--- src/rtl/latch_gate_driver.sv ---
`default_nettype none
// ============================================================================
// Module   : latch_gate_driver
// Purpose  : Write-side sequencer for arrays of transparent-high latch cells.
//            Takes one write request at a time on a valid/ready handshake,
//            drives the shared latch D bus, then pulses exactly one per-word
//            gate line so D is stable SETUP_CYC cycles before the gate opens
//            and HOLD_CYC cycles after it closes. All gate lines come straight
//            from flops, so they are glitch-free.
// Revision : 1.0 - initial release
// ----------------------------------------------------------------------------
// Ports
//   clk          in   1       clock, rising edge
//   rst_n        in   1       asynchronous reset, active low
//   req_valid_i  in   1       write request valid
//   req_ready_o  out  1       controller idle and able to accept
//   req_addr_i   in   ADDR_W  target word
//   req_data_i   in   DATA_W  data to store
//   lat_d_o      out  DATA_W  shared latch D bus
//   lat_g_o      out  WORDS   per-word latch gates, one-hot or zero
//   busy_o       out  1       write sequence in progress
//   done_o       out  1       one-cycle pulse when a sequence finishes
//   err_o        out  1       pulses with done_o when the address was >= WORDS
// ============================================================================
module latch_gate_driver #(
    parameter int DATA_W    = 8,
    parameter int WORDS     = 4,
    parameter int ADDR_W    = 2,
    parameter int SETUP_CYC = 1,
    parameter int GATE_CYC  = 1,
    parameter int HOLD_CYC  = 1
) (
    input  logic              clk,
    input  logic              rst_n,
    input  logic              req_valid_i,
    output logic              req_ready_o,
    input  logic [ADDR_W-1:0] req_addr_i,
    input  logic [DATA_W-1:0] req_data_i,
    output logic [DATA_W-1:0] lat_d_o,
    output logic [WORDS-1:0]  lat_g_o,
    output logic              busy_o,
    output logic              done_o,
    output logic              err_o
);

    // One shared down-counter serves all three timed phases, so it is sized
    // for the longest of them.
    localparam int CNT_MAX_SG = (SETUP_CYC > GATE_CYC) ? SETUP_CYC : GATE_CYC;
    localparam int CNT_MAX    = (CNT_MAX_SG > HOLD_CYC) ? CNT_MAX_SG : HOLD_CYC;
    localparam int CNT_W      = (CNT_MAX > 1) ? $clog2(CNT_MAX) : 1;

    localparam logic [CNT_W-1:0] SETUP_LD = CNT_W'(SETUP_CYC - 1);
    localparam logic [CNT_W-1:0] GATE_LD  = CNT_W'(GATE_CYC - 1);
    localparam logic [CNT_W-1:0] HOLD_LD  = CNT_W'(HOLD_CYC - 1);

    typedef enum logic [1:0] {
        ST_IDLE  = 2'd0,
        ST_SETUP = 2'd1,
        ST_OPEN  = 2'd2,
        ST_HOLD  = 2'd3
    } state_t;

    state_t              state_q, state_d;
    logic [CNT_W-1:0]    cnt_q, cnt_d;
    logic [ADDR_W-1:0]   addr_q, addr_d;
    logic [DATA_W-1:0]   lat_d_q, lat_d_d;
    logic [WORDS-1:0]    lat_g_q, lat_g_d;
    logic                done_q, done_d;
    logic                err_q, err_d;

    logic                accept;
    logic                cnt_zero;
    logic                addr_in_range;
    logic [WORDS-1:0]    gate_dec;

    assign accept   = req_valid_i && (state_q == ST_IDLE);
    assign cnt_zero = (cnt_q == '0);

    // Widened compare: stays meaningful when WORDS == 2**ADDR_W.
    assign addr_in_range = (32'(addr_q) < 32'(WORDS));

    // Address decode; an out-of-range address matches no line, so the
    // decode is naturally all-zero in that case.
    for (genvar gi = 0; gi < WORDS; gi++) begin : g_gate_dec
        assign gate_dec[gi] = (32'(addr_q) == 32'(gi));
    end

    always_ff @(posedge clk or negedge rst_n) begin
        if (!rst_n) begin
            state_q <= ST_IDLE;
            cnt_q   <= '0;
            addr_q  <= '0;
            lat_d_q <= '0;
            lat_g_q <= '0;
            done_q  <= 1'b0;
            err_q   <= 1'b0;
        end else begin
            state_q <= state_d;
            cnt_q   <= cnt_d;
            addr_q  <= addr_d;
            lat_d_q <= lat_d_d;
            lat_g_q <= lat_g_d;
            done_q  <= done_d;
            err_q   <= err_d;
        end
    end

    always_comb begin
        state_d = state_q;
        cnt_d   = cnt_q;
        addr_d  = addr_q;
        lat_d_d = lat_d_q;
        lat_g_d = lat_g_q;
        done_d  = 1'b0;
        err_d   = 1'b0;

        unique case (state_q)
            ST_IDLE: begin
                // lat_d only ever changes here, so it cannot move while a
                // gate is open or during the hold window.
                if (accept) begin
                    lat_d_d = req_data_i;
                    addr_d  = req_addr_i;
                    cnt_d   = SETUP_LD;
                    state_d = ST_SETUP;
                end
            end
            ST_SETUP: begin
                if (cnt_zero) begin
                    lat_g_d = gate_dec;
                    cnt_d   = GATE_LD;
                    state_d = ST_OPEN;
                end else begin
                    cnt_d = cnt_q - CNT_W'(1);
                end
            end
            ST_OPEN: begin
                if (cnt_zero) begin
                    lat_g_d = '0;
                    cnt_d   = HOLD_LD;
                    state_d = ST_HOLD;
                end else begin
                    cnt_d = cnt_q - CNT_W'(1);
                end
            end
            ST_HOLD: begin
                if (cnt_zero) begin
                    done_d  = 1'b1;
                    err_d   = !addr_in_range;
                    state_d = ST_IDLE;
                end else begin
                    cnt_d = cnt_q - CNT_W'(1);
                end
            end
            default: begin
                state_d = ST_IDLE;
                lat_g_d = '0;
            end
        endcase
    end

    assign req_ready_o = (state_q == ST_IDLE);
    assign busy_o      = (state_q != ST_IDLE);
    assign lat_d_o     = lat_d_q;
    assign lat_g_o     = lat_g_q;
    assign done_o      = done_q;
    assign err_o       = err_q;

endmodule
`default_nettype wire

--- config.mk ---
export PLATFORM = sky130hd
export DESIGN_NAME = latch_gate_driver
export DESIGN_NICKNAME = d
export VERILOG_FILES = /design/src/rtl/latch_gate_driver.sv
export SDC_FILE = /design/constraint.sdc
export NUM_CORES = 1
export LEC_CHECK = 0
export CAP_MARGIN = 10
export CORE_MARGIN = 2
export CORE_UTILIZATION = 37
export DETAILED_ROUTE_END_ITERATION = 16
export GPL_ROUTABILITY_DRIVEN = 0
export GPL_TIMING_DRIVEN = 0
export PLACE_DENSITY_LB_ADDON = 0.15
export SLEW_MARGIN = 10
export SYNTH_ARGS = -nofsm -noshare
export SYNTH_HDL_FRONTEND = slang
export SYNTH_SLANG_ARGS = --single-unit
--- constraint.sdc ---
create_clock -name clk -period 1.3 [get_ports clk]
set_input_delay 0.26 -clock clk [delete_from_list [all_inputs] [get_ports clk]]
set_output_delay 0.26 -clock clk [all_outputs]
set_load 0.005 [all_outputs]
==> impl_metrics.ini <==
[timing]
grt_setup_unrepaired = true
fin_skew_ns = 0.00421
fin_crit_sh = 1.08
slew_headroom = 0.502
finalHoldViolations = 0
setup_ws_ns = -0.0988
setup_viol = 12
worst_pin_slew_ns = 0.744
final.setup.tns_ns = -1.05
slew_viol_final = 0
timing.fmax_ghz = 0.715
min_period_ns = 1.40

[detailed_routing]
via_per_inst = 4.47
postRouteAntennaNets = 0
route.detailed.drc = 0
met3_length_um = 105
vias = 519
met1_length_um = 571
dr_wl_met2_um = 639
dr.max_layer_used = met4
drt_iter0_drc = 2
wire_per_inst_um = 11.5
wirelength_um = 1340
first_pass_iters = 4

[yosys]
synth_cells = 53
yosys.area_share.simple = 0.0579
synth_area_per_cell_sq_um = 13.5
synth_top_family_by_area = multiplexers
synth_seq_cells = 17
muxShareOfSynthArea = 0.174
yosysSeqAreaShare = 0.596
netlist_area_sq_um = 713
ys_types = 13
synthAdderAreaFrac = 0.0702
syn_nets = 70
synth_compound_area_frac = 0.0491
synth_xor_area_frac = 0
ys_warn_count = 0

[clock_network]
clk_latency_ns = 0.29
clkSinkCount = 17
numCtsBuffers = 3
cts.clk_slew.worst_paths_ns = 0.10
cts_root_buf = clkbuf_4
htreeDepth = 1
tritoncts = done
clock_path_buffers = 2
holdBufCountCts = 0

[placement]
hpwl_um = 894
port_buffers = 27

[power]
finalPower_w = 0.00252
p_sw_w = 0.000826
powerDensity_nw_per_um2 = 2210
sequentialPowerShare = 0.357
p_leak_nw = 0.545
irDropWorstVdd_v = 0.00109
p_clk_frac = 0.111
p_comb_frac = 0.531
switching_share = 0.328
p_int_w = 0.00169

[layout]
num_antenna_cells = 0
drive_above_1_share = 0.352
seq_area_sq_um = 425
fin_nets = 109
fillCellCount = 160
multi_input_area_sq_um = 320
syn_to_final_growth_pct = 59.5
post-route-util = 0.645

[critical_path]
required_ns = 1.49
crit_type = reg2reg
rr_worst_depth = 6
timing.rr.end = addr_q[0]
critPathBufInv = 3
critPathLaunchType = register
worstPathMaxFanout = 5
cp_top_family = flip-flops
max_stage_delay_ns = 0.38
cp_slowest_cell = dfrtp_1
cp.arrival_ns = 1.59
rrSetupSlack_ns = -0.1
endpoint_kind = register
cp_cell_sequence = inv_2, buf_6, ha_4, buf_4, nand2_8, mux2_2
r2r_start = state_q[0]

[global_routing]
grt_pass1_vias = 473
antenna_found_initial = 0
grt_pass1_wl_um = 2020
grt_overflow = 0
track_usage = 0.137
grt_max_degree = 18

[run_status]
status = finished, violations left
violations = negative setup slack

[floorplan]
die_h_um = 47.9
ios = 29
rows = 15
die_x_um = 47.9
dieArea_sq_um = 2290
initial_core_util = 0.404
core_area_sq_um = 1760

[flow_run]
max-cap-violations = 0

[worst_hold_path]
min-delay-path-class = in2async
cells in the mapped netlist, drive strengths merged:
| library cell | n | area share |
|---|---|---|
| inv | 7 | 0.037 |
| ha | 4 | 0.070 |
| nor2 | 2 | 0.011 |
| mux2 | 11 | 0.17 |
| dfrtp | 17 | 0.60 |
| nand2b | 3 | 0.026 |
| buf | 1 | 0.011 |
| nand2 | 2 | 0.021 |
| o22ai | 2 | 0.018 |
| a21oi | 1 | 0.0070 |
| o32ai | 2 | 0.025 |
| conb | 1 | 0.0053 |
metrics by stage:
| step | hold slack [ns] | instances | cell area (sq um) | worst slack (ns) |
|---|---|---|---|---|
| 2_1_floorplan | -0.0356 | 53 | 713 | 0.0404 |
| 5_1_grt | 0.467 | 116 | 1140 | -0.152 |
| 3_5_place_dp | 0.496 | 105 | 1010 | -0.239 |
| 6_report | 0.397 | 116 | 1140 | -0.0988 |
| 4_1_cts | 0.423 | 115 | 1100 | -0.0803 |
| 3_3_place_gp | 0.487 | 105 | 1010 | -0.233 |
sequential cells by signal, summed over array words and instances, names as in the netlist:
register and cells:
lat_d_o 8, lat_g_o 4, done_o 1, state_q 2, addr_q 2
worst max path at each step:
stage / slack [ns] / endpoint / startpoint / depth (start not counted)
after global placement: -0.23 / busy_o / state_q[0] / 4
after global routing: -0.15 / addr_q[1] / state_q[0] / 6
after detailed placement: -0.24 / busy_o / state_q[0] / 4
after CTS: -0.08 / busy_o / state_q[0] / 5
final: -0.1 / addr_q[0] / state_q[0] / 6
after floorplan: 0.04 / addr_q[0] / state_q[0] / 4
final cells by class:
type | count | share of cell area
well taps | 25 | 0.0275
plain buffers | 1 | 0.00660
multi-input cells | 29 | 0.282
inverters | 7 | 0.0231
clock buffers | 3 | 0.0198
flip-flops and latches | 17 | 0.374
clock inverters | 1 | 0.00440
repair buffers | 33 | 0.263
layer usage:
metal / track usage / vias to the layer above
met3: 0.0717 / 4
met1: 0.161 / 241
met5: 0 / -
met2: 0.205 / 22
li1: - / 252
met4: 0.0649 / 0
power groups by stage:
stage | logic (W) | clock network [W] | registers, W
after global routing | 0.00149 | 0.000307 | 0.000935
after detailed placement | 0.00113 | 0 | 0.000925
after floorplan | 0.000558 | 0 | 0.000927
after global placement | 0.00111 | 0 | 0.000912
after CTS | 0.00125 | 0.000287 | 0.000899
final | 0.00134 | 0.000281 | 0.000900
repair_timing:
action / CTS / global route
gates cloned: 0 / 1
buffers inserted: 6 / 0
setup endpoints to repair: 26 / 14
resized for setup: 31 / 5
pin swaps: 1 / 2
cells in the final DEF, fill, tap and decap left out, drive strengths merged:
cell / synthesis / layout
inv: 7 / 7
dfrtp: 17 / 17
clkdlybuf4s50: 0 / 12
mux2: 11 / 11
clkbuf: 0 / 3
buf: 1 / 9
o22ai: 2 / 2
o32ai: 2 / 2
conb: 1 / 1
dlygate4sd2: 0 / 13
clkinv: 0 / 1
a21oi: 1 / 1
nand2: 2 / 3
nor2: 2 / 2
ha: 4 / 4
nand2b: 3 / 3
worst register-to-register path: cells and delay by family (launching register included):
family / cells / cell delay (ns)
adder cells (fa/ha/maj): 1 / 0.15
flip-flops: 1 / 0.38
multiplexers: 1 / 0.34
AND/OR/NAND/NOR: 1 / 0.09
buffers and inverters: 3 / 0.33
cell families after synthesis:
kind of cell             count (synthesis)
AND/OR/NAND/NOR                          7
multiplexers                            11
flip-flops                              17
other                                    1
adder cells (fa/ha/maj)                  4
buffers and inverters                    8
AO/OA/AOI/OAI                            5
Note: power is estimated with default switching activity, not from simulation.
